$ cat src/rtl/pdm_counter.sv
`default_nettype none
// ============================================================================
// Module      : pdm_counter
// Description : PDM microphone front end. Generates the bit clock, samples
//               the 1-bit stream at the end of each pdm_clk high phase, and
//               reports the ones-count of fixed non-overlapping windows with
//               a one-cycle valid strobe.
// Revision    : 1.0 - initial release
// ============================================================================
module pdm_counter #(
  parameter int unsigned CLK_DIV = 4,    // clk cycles per pdm_clk period, even, >= 2
  parameter int unsigned WINDOW  = 1023  // samples per window, 1..1023
) (
  input  logic       clk,
  input  logic       rst,
  input  logic       en,
  input  logic       pdm_data,
  output logic       pdm_clk,
  output logic [9:0] cntr,
  output logic       cntr_valid
);

  localparam int unsigned c_div_w = $clog2(CLK_DIV);

  localparam logic [c_div_w-1:0] c_div_last = c_div_w'(CLK_DIV - 1);
  localparam logic [c_div_w-1:0] c_div_half = c_div_w'(CLK_DIV / 2);
  localparam logic [9:0]         c_win_last = 10'(WINDOW - 1);

  logic [c_div_w-1:0] div_cnt_q, div_cnt_d;
  logic               pdm_clk_q, pdm_clk_d;
  logic [9:0]         ones_q, ones_d;
  logic [9:0]         samp_cnt_q, samp_cnt_d;
  logic [9:0]         cntr_q, cntr_d;
  logic               cntr_valid_q, cntr_valid_d;
  logic               strobe;
  logic [9:0]         ones_sum;

  // Next-state: divider, clock phase, sample strobe and window accumulation.
  always_comb begin
    div_cnt_d    = div_cnt_q;
    pdm_clk_d    = pdm_clk_q;
    ones_d       = ones_q;
    samp_cnt_d   = samp_cnt_q;
    cntr_d       = cntr_q;
    cntr_valid_d = 1'b0;
    // pdm_clk is high while div_cnt_q < CLK_DIV/2, so the edge that leaves
    // div_cnt_q == CLK_DIV/2 behind is the one where pdm_clk falls.
    strobe       = en && (div_cnt_q == c_div_half);
    ones_sum     = ones_q + {9'd0, pdm_data};

    if (!en) begin
      // Disabled: discard the partial window, keep the last reported count.
      div_cnt_d  = '0;
      pdm_clk_d  = 1'b0;
      ones_d     = '0;
      samp_cnt_d = '0;
    end else begin
      div_cnt_d = (div_cnt_q == c_div_last) ? '0 : div_cnt_q + c_div_w'(1);
      pdm_clk_d = (div_cnt_q < c_div_half);
      if (strobe) begin
        if (samp_cnt_q == c_win_last) begin
          // Last sample of the window: report including this sample.
          cntr_d       = ones_sum;
          cntr_valid_d = 1'b1;
          ones_d       = '0;
          samp_cnt_d   = '0;
        end else begin
          ones_d     = ones_sum;
          samp_cnt_d = samp_cnt_q + 10'd1;
        end
      end
    end
  end

  // State register with asynchronous reset.
  always_ff @(posedge clk or posedge rst) begin
    if (rst) begin
      div_cnt_q    <= '0;
      pdm_clk_q    <= 1'b0;
      ones_q       <= '0;
      samp_cnt_q   <= '0;
      cntr_q       <= '0;
      cntr_valid_q <= 1'b0;
    end else begin
      div_cnt_q    <= div_cnt_d;
      pdm_clk_q    <= pdm_clk_d;
      ones_q       <= ones_d;
      samp_cnt_q   <= samp_cnt_d;
      cntr_q       <= cntr_d;
      cntr_valid_q <= cntr_valid_d;
    end
  end

  assign pdm_clk    = pdm_clk_q;
  assign cntr       = cntr_q;
  assign cntr_valid = cntr_valid_q;

endmodule
`default_nettype wire

$ cat config.mk
export PLATFORM = sky130hd
export DESIGN_NAME = pdm_counter
export DESIGN_NICKNAME = d
export VERILOG_FILES = /design/src/rtl/pdm_counter.sv
export SDC_FILE = /design/constraint.sdc
export NUM_CORES = 1
export LEC_CHECK = 0
export ABC_AREA = 0
export ABC_CLOCK_PERIOD_IN_PS = 2400
export BUFFER_PORTS_ARGS = -buffer_cell sky130_fd_sc_hd__buf_2
export CAP_MARGIN = 10
export CORE_UTILIZATION = 55
export CTS_CLUSTER_SIZE = 16
export DETAILED_ROUTE_END_ITERATION = 7
export PLACE_DENSITY_LB_ADDON = 0.05
export SYNTH_ARGS = -nofsm -noshare
export SYNTH_HDL_FRONTEND = slang
export SYNTH_SLANG_ARGS = --single-unit
$ cat constraint.sdc
create_clock -name clk -period 2.4 [get_ports clk]
set_input_delay 0.48 -clock clk [delete_from_list [all_inputs] [get_ports clk]]
set_output_delay 0.48 -clock clk [all_outputs]
set_load 0.02 [all_outputs]
### Word-level counts from Yosys, hierarchy flattened

Cells that the tools add are included.

| word-level totals | value |
|---|---|
| register bits after elaboration | 34 |
| input port bits | 4 |
| logic and storage cells | 28 |

| operators by class | value |
|---|---|
| add/sub/neg operators | 3 |
| $lt $le $gt $ge | 1 |
| eq/ne operators | 4 |
| multiplexer cells | 12 |
| reduce and logical (&&, ||, !) cells | 2 |

Operators with widths:

| kind | number |
|---|---|
| 10-bit two-way mux | 6 |
| 10-bit by 1-bit adder with 10-bit output | 1 |
| 10-bit by 1-bit adder with 10-bit output (second input constant) | 1 |
| 10-bit == test (second input constant) | 1 |
| 2-bit == test (second input constant) | 2 |
| 1-bit two-way mux | 4 |
| 2-bit two-way mux | 2 |
| 3-bit AND reduction | 1 |
| 2-bit by 1-bit adder with 2-bit output (second input constant) | 1 |
| 2-bit less-than comparator (second input constant) | 1 |
| 2-bit by 1-bit != test with 1-bit output (second input constant) | 1 |
| 1-bit logical AND | 1 |

### Longest topological paths before layout

Gate-level depths: netlist of run 1.

| depth | value |
|---|---|
| word-level depth | 4 |
| gate-level depth with buffers | 7 |
| mapped depth without buffers | 6 |

### Worst setup path after synthesis of run 1

No wires, ideal clock.

| timing path | value |
|---|---|
| kind | input -> register |
| from | input port pdm_data |
| to | register cntr_q[8], in the netlist cntr[8] |
| library setup time | 0.125 ns |
| arrival | 1.776 ns |
| required time | 2.275 ns |
| setup slack | 0.499 ns |
| stages on the path | 7 |
| path buffers | 1 |
| cells stage by stage | ha_1 > ha_1 > and3_1 > clkbuf_1 > and3_1 > xor2_1 > mux2_4 |

| on the way | value |
|---|---|
| longest elaborated chain between the ends | 1 |

RTL lines:

| item | line | text |
|---|---|---|
| from (decl) | 17 | `input logic pdm_data,` |
| 10-bit by 1-bit adder with 10-bit output | 49 | `ones_sum = ones_q + {9'd0, pdm_data};` |
| to (signal assigned) | 89 | `cntr_q <= cntr_d;` |
| to (decl) | 33 | `logic [9:0] cntr_q, cntr_d;` |

Every way passes these cells.
A chain may end at the register's enable or synchronous reset.

### Worst setup path in the final report of run 1

| timing path | value |
|---|---|
| from | register samp_cnt_q[0] |
| to | register cntr_q[1], in the netlist cntr[1] |

| on the way | value |
|---|---|
| longest elaborated chain between the ends | 2 |

RTL lines:

| item | line | text |
|---|---|---|
| from (decl) | 32 | `logic [9:0] samp_cnt_q, samp_cnt_d;` |
| from (signal assigned) | 88 | `samp_cnt_q <= samp_cnt_d;` |
| 10-bit == test | 61 | `if (samp_cnt_q == c_win_last) begin` |
| 3-bit AND reduction (no source line) | - |  |

Every way passes these cells.

==> results of run 1 <==
[power breakdown]
| group | internal, W | leakage, nW | switching, W | total [W] |
|---|---|---|---|---|
| Sequential | 0.000580 | 0.470 | 0.00000546 | 0.000586 |
| Combinational | 0.0000191 | 0.485 | 0.0000450 | 0.0000640 |
| Clock | 0.000142 | 0.0353 | 0.000186 | 0.000328 |
[kinds of logic after synthesis]
logic type | Yosys count
simple gates | 57
buf+inv | 15
xor+xnor | 11
fa+ha+maj | 5
flops | 34
compound gates | 32
mux | 10
[final cells by class]
| type | count | area [um2] | area share |
|---|---|---|---|
| Clock buffer | 7 | 55.05 | 0.02803 |
| Inverter | 7 | 26.28 | 0.01338 |
| Clock inverter | 1 | 5.005 | 0.002548 |
| Timing Repair Buffer | 17 | 90.09 | 0.04586 |
| Multi-Input combinational cell | 115 | 882.1 | 0.4490 |
| Tap cell | 44 | 55.05 | 0.02803 |
| Sequential cell | 34 | 850.8 | 0.4331 |
[registers in the layout (all words and copies together) (netlist names)]
register,count
cntr,10
ones_q,10
pdm_clk,1
div_cnt_q,2
samp_cnt_q,10
cntr_valid,1
[worst max path at each step]
stage                        from      end  slack (ns)
floorplan                pdm_data  cntr[8]        0.50
detailed placement       pdm_data  cntr[8]        0.35
finish              samp_cnt_q[0]  cntr[1]        0.31
global route        samp_cnt_q[0]  cntr[7]        0.20
CTS                 samp_cnt_q[0]  cntr[8]        0.32
global placement         pdm_data  cntr[8]        0.39
[synth_stat cells (all sizes together), types with 3 or more instances]
master  count  area share
dfrtp      34        0.47
nand2      11       0.023
mux2       10       0.081
nand3       9       0.028
nor2        8       0.018
inv         7       0.015
o21ai       7       0.019
xor2        7       0.034
and3        6       0.021
clkbuf      6       0.013
nand4       6       0.028
ha          5       0.035
nor2b       5       0.017
a22o        4       0.019
nor3        4       0.014
xnor2       4       0.019
a21oi       3      0.0083
a41oi       3       0.015
and4        3       0.015
o31ai       3       0.013
[critical path: cells and delay by family (launching register included)]
family | cells | cell delay [ns]
fa+ha+maj | 1 | 0.15
flops | 1 | 0.44
buf+inv | 1 | 0.08
simple gates | 2 | 0.83
mux | 1 | 0.47
[metrics by stage]
step                        util  area, um2  instances
final                     0.6382       1964        225
after global routing      0.6382       1964        225
after CTS                 0.6382       1964        225
after detailed placement  0.6187       1904        217
after global placement    0.6187       1904        217
after floorplan                -       1798        164
[metal layers]
layer / up-vias / share of wire / track usage
met5: - / 0 / 0
met4: 0 / 0.0052 / 0.07143
met3: 2 / 0.065 / 0.07205
met2: 49 / 0.48 / 0.3718
met1: 649 / 0.45 / 0.3150
li1: 633 / - / -
[cells in the final DEF (no fill, tap or decap), types with 2 or more instances in the layout]
cell type,netlist,routed
clkbuf_4,0,5
ha_1,5,5
and3_1,6,6
buf_2,1,15
nor2_1,7,7
xor2_1,7,7
inv_1,6,6
a21boi_0,2,2
nand3_1,8,8
o31ai_1,3,3
a31o_1,2,2
nand2_1,11,11
nand4_1,4,4
mux2_4,9,9
a41oi_1,3,3
dfrtp_1,34,34
buf_4,0,2
nor3_1,3,3
and4_1,3,3
a21oi_1,3,3
a32o_1,2,2
xnor2_1,4,4
nand4_2,2,2
o21ai_0,6,6
a22o_1,4,4
nor2b_1,5,5
==> results.json, run 1 <==
{
  "status": "complete, no violations",
  "relSlewSlack": 0.6100,
  "crit_chain": "inv_1 > ha_1 > and4_1 > nand4_2 > mux2_4",
  "n_fill_cell": 244,
  "gp_congestion": 0.7793,
  "rsz0062_at_grt": "no",
  "drt-initial-drc-count": 60,
  "post-route-period-util": 0.8696,
  "core-area_um2": 3078,
  "synthAdderAreaFrac": 0.03479,
  "grt_usage": 0.2366,
  "irDropWorstVdd_mv": 0.3478,
  "rr_endpoint": "cntr[1]",
  "die_area_um2": 3502,
  "setup_tns_ns": 0,
  "syn_area_um2": 1798,
  "hold_path_class": "input pin to async pin",
  "crit_required_ns": 2.62,
  "cp_max_fo": 11,
  "drc": 0,
  "clk_latency_ns": 0.33,
  "num-nets-final": 189,
  "holdWs_ns": 0.2265,
  "routed_via_density": 5.924,
  "clock_skew_ns": 0.005362,
  "post_drt_wl_per_cell_um": 15.40,
  "async_flop_share": 1.000,
  "slowest_stage": "nand4_2",
  "cts.sinks": 34,
  "vias": 1333,
  "synthDistinctLibCells": 43,
  "grt_max_degree": 35,
  "synth_flop_cell": "dfrtp_1",
  "wl_um": 3466,
  "post_cts_buffers": 0,
  "first_global_vias": 1270,
  "synth_xor_area_frac": 0.05358,
  "synthCells": 164,
  "yosysSeqAreaShare": 0.4732,
  "fmax_mhz": 479.1,
  "cts_tree": "done",
  "synth_nets": 173,
  "cts_made_buffers": 5,
  "ios": 16,
  "end_kind": "register",
  "antenna_cells": 0,
  "fin_crit_ns": 2.087,
  "tightest_slew_ns": 0.5838,
  "syn_area_per_cell_um2": 10.96,
  "postLayoutSetupSlackWorst_ns": 0.3129,
  "area_growth_pct": 9.255,
  "post_cts_resized": 0,
  "rows": 20,
  "synth-compound-area-share": 0.1364,
  "cts-root-buf": "clkbuf_4",
  "grt_pass1_wl_um": 5975,
  "synth_simple_gate_area_frac": 0.1844,
  "crit_type": "register to register",
  "r2r-start": "samp_cnt_q[0]",
  "powerDensity_nw_per_um2": 497.6,
  "firstDrtPassIters": 4,
  "drive_gt1_frac": 0.2320,
  "worstPathArrival_ns": 2.31,
  "place_ws_ns": 0.3474,
  "antenna_left": 0,
  "htreeDepth": 2,
  "synth_edf_count": 0,
  "overflow": 0,
  "report.final.hold_viol_count": 0,
  "rrSetupSlack_ns": 0.31,
  "worstSetupStartpointType": "register",
  "setup_violations": 0,
  "dp_hpwl_um": 2408,
  "initial_core_util": 0.5841,
  "die_w_um": 59.18,
  "ys_warn_count": 0,
  "reg2reg_depth": 5,
  "ys_ff_latch": 34,
  "clockBufferDepth": 2,
  "drv_cap": 0,
  "maxSlewViolCount": 0,
  "clk_pin_slew_ns": 0.10,
  "die_h_um": 59.18,
  "synth_top_family_by_area": "simple AND/OR/NAND/NOR gates",
  "port_buffers": 15,
  "total_power_w": 0.0009775,
  "leakage_nw": 0.9902,
  "antenna_found_initial": 0,
  "synthMuxAreaShare": 0.08142,
  "hold_buffers": 0,
  "max_stage_delay_ns": 0.49
}
Power figures use the tool's default switching activity.
==> inputs of run 2 (changes only) <==
--- a/config.mk
+++ b/config.mk
@@ -6,7 +6,7 @@
 export NUM_CORES = 1
 export LEC_CHECK = 0
 export ABC_AREA = 0
-export ABC_CLOCK_PERIOD_IN_PS = 2400
+export ABC_CLOCK_PERIOD_IN_PS = 2300
 export BUFFER_PORTS_ARGS = -buffer_cell sky130_fd_sc_hd__buf_2
 export CAP_MARGIN = 10
 export CORE_UTILIZATION = 55
==> constraint.sdc (replaced) <==
create_clock -name clk -period 2.3 [get_ports clk]
set_input_delay 0.46 -clock clk [delete_from_list [all_inputs] [get_ports clk]]
set_output_delay 0.46 -clock clk [all_outputs]
set_load 0.02 [all_outputs]
==> run 2 against run 1 <==
Net effect:
- routed wire length shrank 3.6%
- sequential power grew 4.3%
- critical path depth increased by 2
- combinational power grew 4.7%
- non-clock buffer count grew 2
- final cell count increased by 0.44%
- clock power down 11%
- largest power group unchanged
==> results.json, run 2 (synthesis results as in run 1) <==
{
  "status": "complete, no violations",
  "port_buffers": 15,
  "hold_path_class": "input pin to async pin",
  "cts.sinks": 34,
  "hold_buffers": 0,
  "vias": 1311,
  "num-nets-final": 191,
  "r2r-start": "div_cnt_q[0]",
  "crit_type": "register to register",
  "layout_common_cells": "34 x dfrtp_1, 15 x buf_2, 11 x nand2_1, 9 x mux2_4, 8 x nand3_1",
  "clockBufferDepth": 2,
  "post_drt_wl_per_cell_um": 14.79,
  "layout_commonest_cell": "dfrtp_1",
  "firstDrtPassIters": 4,
  "cts-root-buf": "clkbuf_4",
  "irDropWorstVdd_mv": 0.2988,
  "fin_area_um2": 1964,
  "rsz0062_at_grt": "no",
  "end_kind": "register",
  "crit_start": "div_cnt_q[0]",
  "first_global_vias": 1239,
  "worstPathArrival_ns": 2.11,
  "clock_skew_ns": 0.005849,
  "fmax_mhz": 527.8,
  "cp_max_fo": 11,
  "leakage_nw": 0.9898,
  "post_cts_buffers": 0,
  "ios": 16,
  "wl_um": 3342,
  "grt_usage": 0.2222,
  "grt_max_degree": 35,
  "clk_latency_ns": 0.33,
  "die_area_um2": 3502,
  "powerDensity_nw_per_um2": 493.7,
  "antenna_found_initial": 0,
  "die_w_um": 59.18,
  "dp_hpwl_um": 2318,
  "placement.cell_area_um2": 1919,
  "report.final.hold_viol_count": 0,
  "antenna_left": 0,
  "seqCellArea_um2": 850.8,
  "drv_cap": 0,
  "n_fill_cell": 260,
  "antenna_cells": 0,
  "cts_made_buffers": 5,
  "clk_pin_slew_ns": 0.09,
  "crit_required_ns": 2.52,
  "initial_core_util": 0.5841,
  "multi_input_area_um2": 882.1,
  "maxSlewViolCount": 0,
  "routed_via_density": 5.801,
  "gp_congestion": 0.8432,
  "core-area_um2": 3078,
  "fin_crit_ns": 1.895,
  "htreeDepth": 2,
  "drt-initial-drc-count": 38,
  "tightest_slew_ns": 0.6064,
  "reg2reg_depth": 7,
  "total_power_w": 0.0009698,
  "overflow": 0,
  "timing.critical_path.to": "cntr[1]",
  "die_h_um": 59.18,
  "rows": 20,
  "drive_gt1_frac": 0.2308,
  "area_growth_pct": 9.255,
  "cts_tree": "done",
  "post-route-period-util": 0.8238,
  "rrSetupSlack_ns": 0.41,
  "setup_tns_ns": 0,
  "relSlewSlack": 0.5949,
  "post_cts_resized": 0,
  "grt_pass1_wl_um": 5692,
  "setup_violations": 0,
  "drc": 0,
  "rr_endpoint": "cntr[1]",
  "worstSetupStartpointType": "register"
}
==> run 2: changes by cell type in the layout (fill, tap and decap cells not counted) <==
| cell | previous run | this run |
|---|---|---|
| buf_4 | 2 | 4 |
| clkbuf_1 | 1 | 2 |
| clkbuf_8 | 1 | 0 |
| clkinv_2 | 1 | 0 |
==> run 2: critical path, cell delays in order (launching register included) <==
cell,delay [ns]
dfrtp_1,0.39
inv_1,0.06
ha_1,0.29
inv_1,0.18
nor2_2,0.21
nand4_2,0.11
buf_4,0.23
mux2_4,0.31
==> run 2: cell type report <==
type,count,area share
Multi-Input combinational cell,115,0.4490
Sequential cell,34,0.4331
Timing Repair Buffer,19,0.05350
Tap cell,44,0.02803
Clock buffer,7,0.02293
Inverter,7,0.01338
==> run 2: layer usage <==
metal,vias to the layer above,global-route usage,wire [um]
met5,-,0,0
met4,0,0.07143,51
met3,6,0.06550,120
met2,23,0.3620,1567
met1,647,0.2841,1602
li1,635,-,-
==> run 2: through the flow <==
stage	std cells	hold WS, ns	worst slack [ns]	util
3_3_place_gp	219	0.4155	0.3340	0.6236
4_1_cts	226	0.2229	0.4236	0.6382
5_1_grt	226	0.2347	0.3172	0.6382
6_report	226	0.2231	0.4053	0.6382
2_1_floorplan	164	0.4024	0.4185	-
3_5_place_dp	219	0.4285	0.3186	0.6236
==> run 2: power breakdown <==
group          leakage (nW)  internal, W  switching, W
sequential            0.470     0.000605    0.00000575
combinational         0.494    0.0000213     0.0000457
clock                0.0254     0.000115      0.000177
total                 0.990     0.000742      0.000228
==> run 2: how the worst min path moves through the flow <==
stage | startpoint | end | cells after the start
final | rst | ones_q[5] | 3
after global routing | rst | cntr[5] | 3
after CTS | rst | samp_cnt_q[3] | 3
after detailed placement | div_cnt_q[1] | pdm_clk | 1
after global placement | div_cnt_q[0] | div_cnt_q[0] | 1
after floorplan | div_cnt_q[0] | div_cnt_q[0] | 1
==> inputs of run 3 (changes only) <==
--- a/config.mk
+++ b/config.mk
@@ -6,7 +6,7 @@
 export NUM_CORES = 1
 export LEC_CHECK = 0
 export ABC_AREA = 0
-export ABC_CLOCK_PERIOD_IN_PS = 2300
+export ABC_CLOCK_PERIOD_IN_PS = 2000
 export BUFFER_PORTS_ARGS = -buffer_cell sky130_fd_sc_hd__buf_2
 export CAP_MARGIN = 10
 export CORE_UTILIZATION = 55
==> constraint.sdc (replaced) <==
create_clock -name clk -period 2 [get_ports clk]
set_input_delay 0.4 -clock clk [delete_from_list [all_inputs] [get_ports clk]]
set_output_delay 0.4 -clock clk [all_outputs]
set_load 0.02 [all_outputs]
==> run 3 against run 2 <==
Net effect:
- critical path depth is 1 lower
- sequential power grew 15%
- count of clock-buffer cells in the layout unchanged
- largest cell class unchanged
- worst hold slack worse by 0.11 ns
- combinational power grew 30%
- clock power is 35% higher
- die area unchanged
- via count rose by 0.84%
==> results.json, run 3 (synthesis results as in run 1) <==
{
  "rrSetupSlack_ns": 0.19,
  "grt_usage": 0.2283,
  "powerDensity_nw_per_um2": 588.1,
  "gp_congestion": 0.8531,
  "cp_top_family": "simple AND/OR/NAND/NOR gates",
  "clk_pin_slew_ns": 0.10,
  "area_growth_pct": 12.04,
  "cts_made_buffers": 5,
  "fin_area_um2": 2014,
  "hold_buffers": 0,
  "post-route-period-util": 0.9067,
  "fmax_mhz": 551.4,
  "cts.sinks": 34,
  "first_global_vias": 1214,
  "setup_tns_ns": 0,
  "tightest_slew_ns": 0.6038,
  "layout_commonest_cell": "dfrtp_1",
  "antenna_found_initial": 0,
  "cts_tree": "done",
  "initial_core_util": 0.5841,
  "crit_buf_inv": 2,
  "crit_type": "register to register",
  "antenna_left": 0,
  "antenna_cells": 0,
  "layout_common_cells": "34 x dfrtp_1, 15 x buf_2, 11 x nand2_1, 9 x mux2_4, 8 x nand3_1",
  "htreeDepth": 2,
  "rows": 20,
  "cts-root-buf": "clkbuf_4",
  "routed_via_density": 5.748,
  "report.final.hold_viol_count": 0,
  "vias": 1322,
  "rsz0062_at_grt": "no",
  "cp_max_fo": 11,
  "drc": 0,
  "ios": 16,
  "setup_violations": 0,
  "core-area_um2": 3078,
  "die_area_um2": 3502,
  "post_drt_wl_per_cell_um": 14.89,
  "grt_max_degree": 21,
  "wl_um": 3425,
  "rr_endpoint": "cntr[4]",
  "die_h_um": 59.18,
  "drive_gt1_frac": 0.2527,
  "clock_skew_ns": 0.007785,
  "hold_path_class": "input pin to async pin",
  "leakage_nw": 1.019,
  "crit_chain": "inv_1 > ha_1 > and4_1 > nand4_2 > buf_4 > mux2_4",
  "num-nets-final": 194,
  "post_cts_resized": 0,
  "drt-initial-drc-count": 41,
  "clockBufferDepth": 2,
  "slowest_stage": "dfrtp_1",
  "reg2reg_depth": 6,
  "placement.cell_area_um2": 1954,
  "clk_latency_ns": 0.34,
  "status": "complete, no violations",
  "n_fill_cell": 279,
  "irDropWorstVdd_mv": 0.3831,
  "maxSlewViolCount": 0,
  "firstDrtPassIters": 4,
  "post_cts_buffers": 0,
  "worstSetupStartpointType": "register",
  "port_buffers": 15,
  "die_w_um": 59.18,
  "max_stage_delay_ns": 0.44,
  "r2r-start": "samp_cnt_q[0]",
  "crit_required_ns": 2.23,
  "end_kind": "register",
  "grt_pass1_wl_um": 5768,
  "relSlewSlack": 0.5970,
  "worstPathArrival_ns": 2.04,
  "fin_crit_ns": 1.813,
  "dp_hpwl_um": 2582,
  "overflow": 0,
  "drv_cap": 0
}
## run 3: power by group
group	internal, W	switching [W]
logic	0.0000315	0.0000558
clock network	0.000170	0.000224
registers	0.000696	0.00000695
total	0.000898	0.000287
## run 3: stage by stage
stage / hold slack (ns) / power, W / utilization / instances / worst slack (ns)
final: 0.1127 / 0.001185 / 0.6545 / 230 / 0.1865
after global routing: 0.1543 / 0.001242 / 0.6545 / 230 / 0.05110
after CTS: 0.1186 / 0.001205 / 0.6545 / 230 / 0.1824
after detailed placement: 0.4410 / 0.0008058 / 0.6350 / 222 / 0.07555
after global placement: 0.4150 / 0.0008008 / 0.6350 / 222 / 0.1041
after floorplan: 0.4024 / 0.0007683 / - / 164 / 0.1785
## run 3: worst register-to-register path, cell delays in order, from the launching register on
cell     delay, ns
dfrtp_1       0.44
inv_1         0.08
ha_1          0.17
and4_1        0.36
nand4_2       0.12
buf_4         0.22
mux2_4        0.31
## run 3: worst max-delay path by stage
stage               slack [ns]     startpoint   endpoint  cells past startpoint
floorplan                 0.18       pdm_data    cntr[8]                      7
global placement          0.10       pdm_data    cntr[8]                      7
detailed placement        0.08       pdm_data    cntr[8]                      7
CTS                       0.18  samp_cnt_q[0]    cntr[4]                      6
global route              0.05  samp_cnt_q[0]  ones_q[7]                      6
finish                    0.19  samp_cnt_q[0]    cntr[4]                      6
## run 3: final cells by class
class                           instances  area [um2]  area share
Multi-Input combinational cell        115       882.1      0.4379
Timing Repair Buffer                   22       140.1     0.06957
Tap cell                               44       55.05     0.02733
Clock buffer                            7       55.05     0.02733
Inverter                                7       26.28     0.01304
Clock inverter                          1       5.005    0.002484
Sequential cell                        34       850.8      0.4224
## run 3: per-layer routing
layer / track usage / vias up / wire length [um] / share of wire
met3: 0.04585 / 8 / 99 / 0.029
met4: 0.1122 / 0 / 69 / 0.020
met1: 0.3069 / 643 / 1639 / 0.48
met5: 0 / - / 0 / 0
met2: 0.3523 / 25 / 1618 / 0.47
li1: - / 646 / - / -
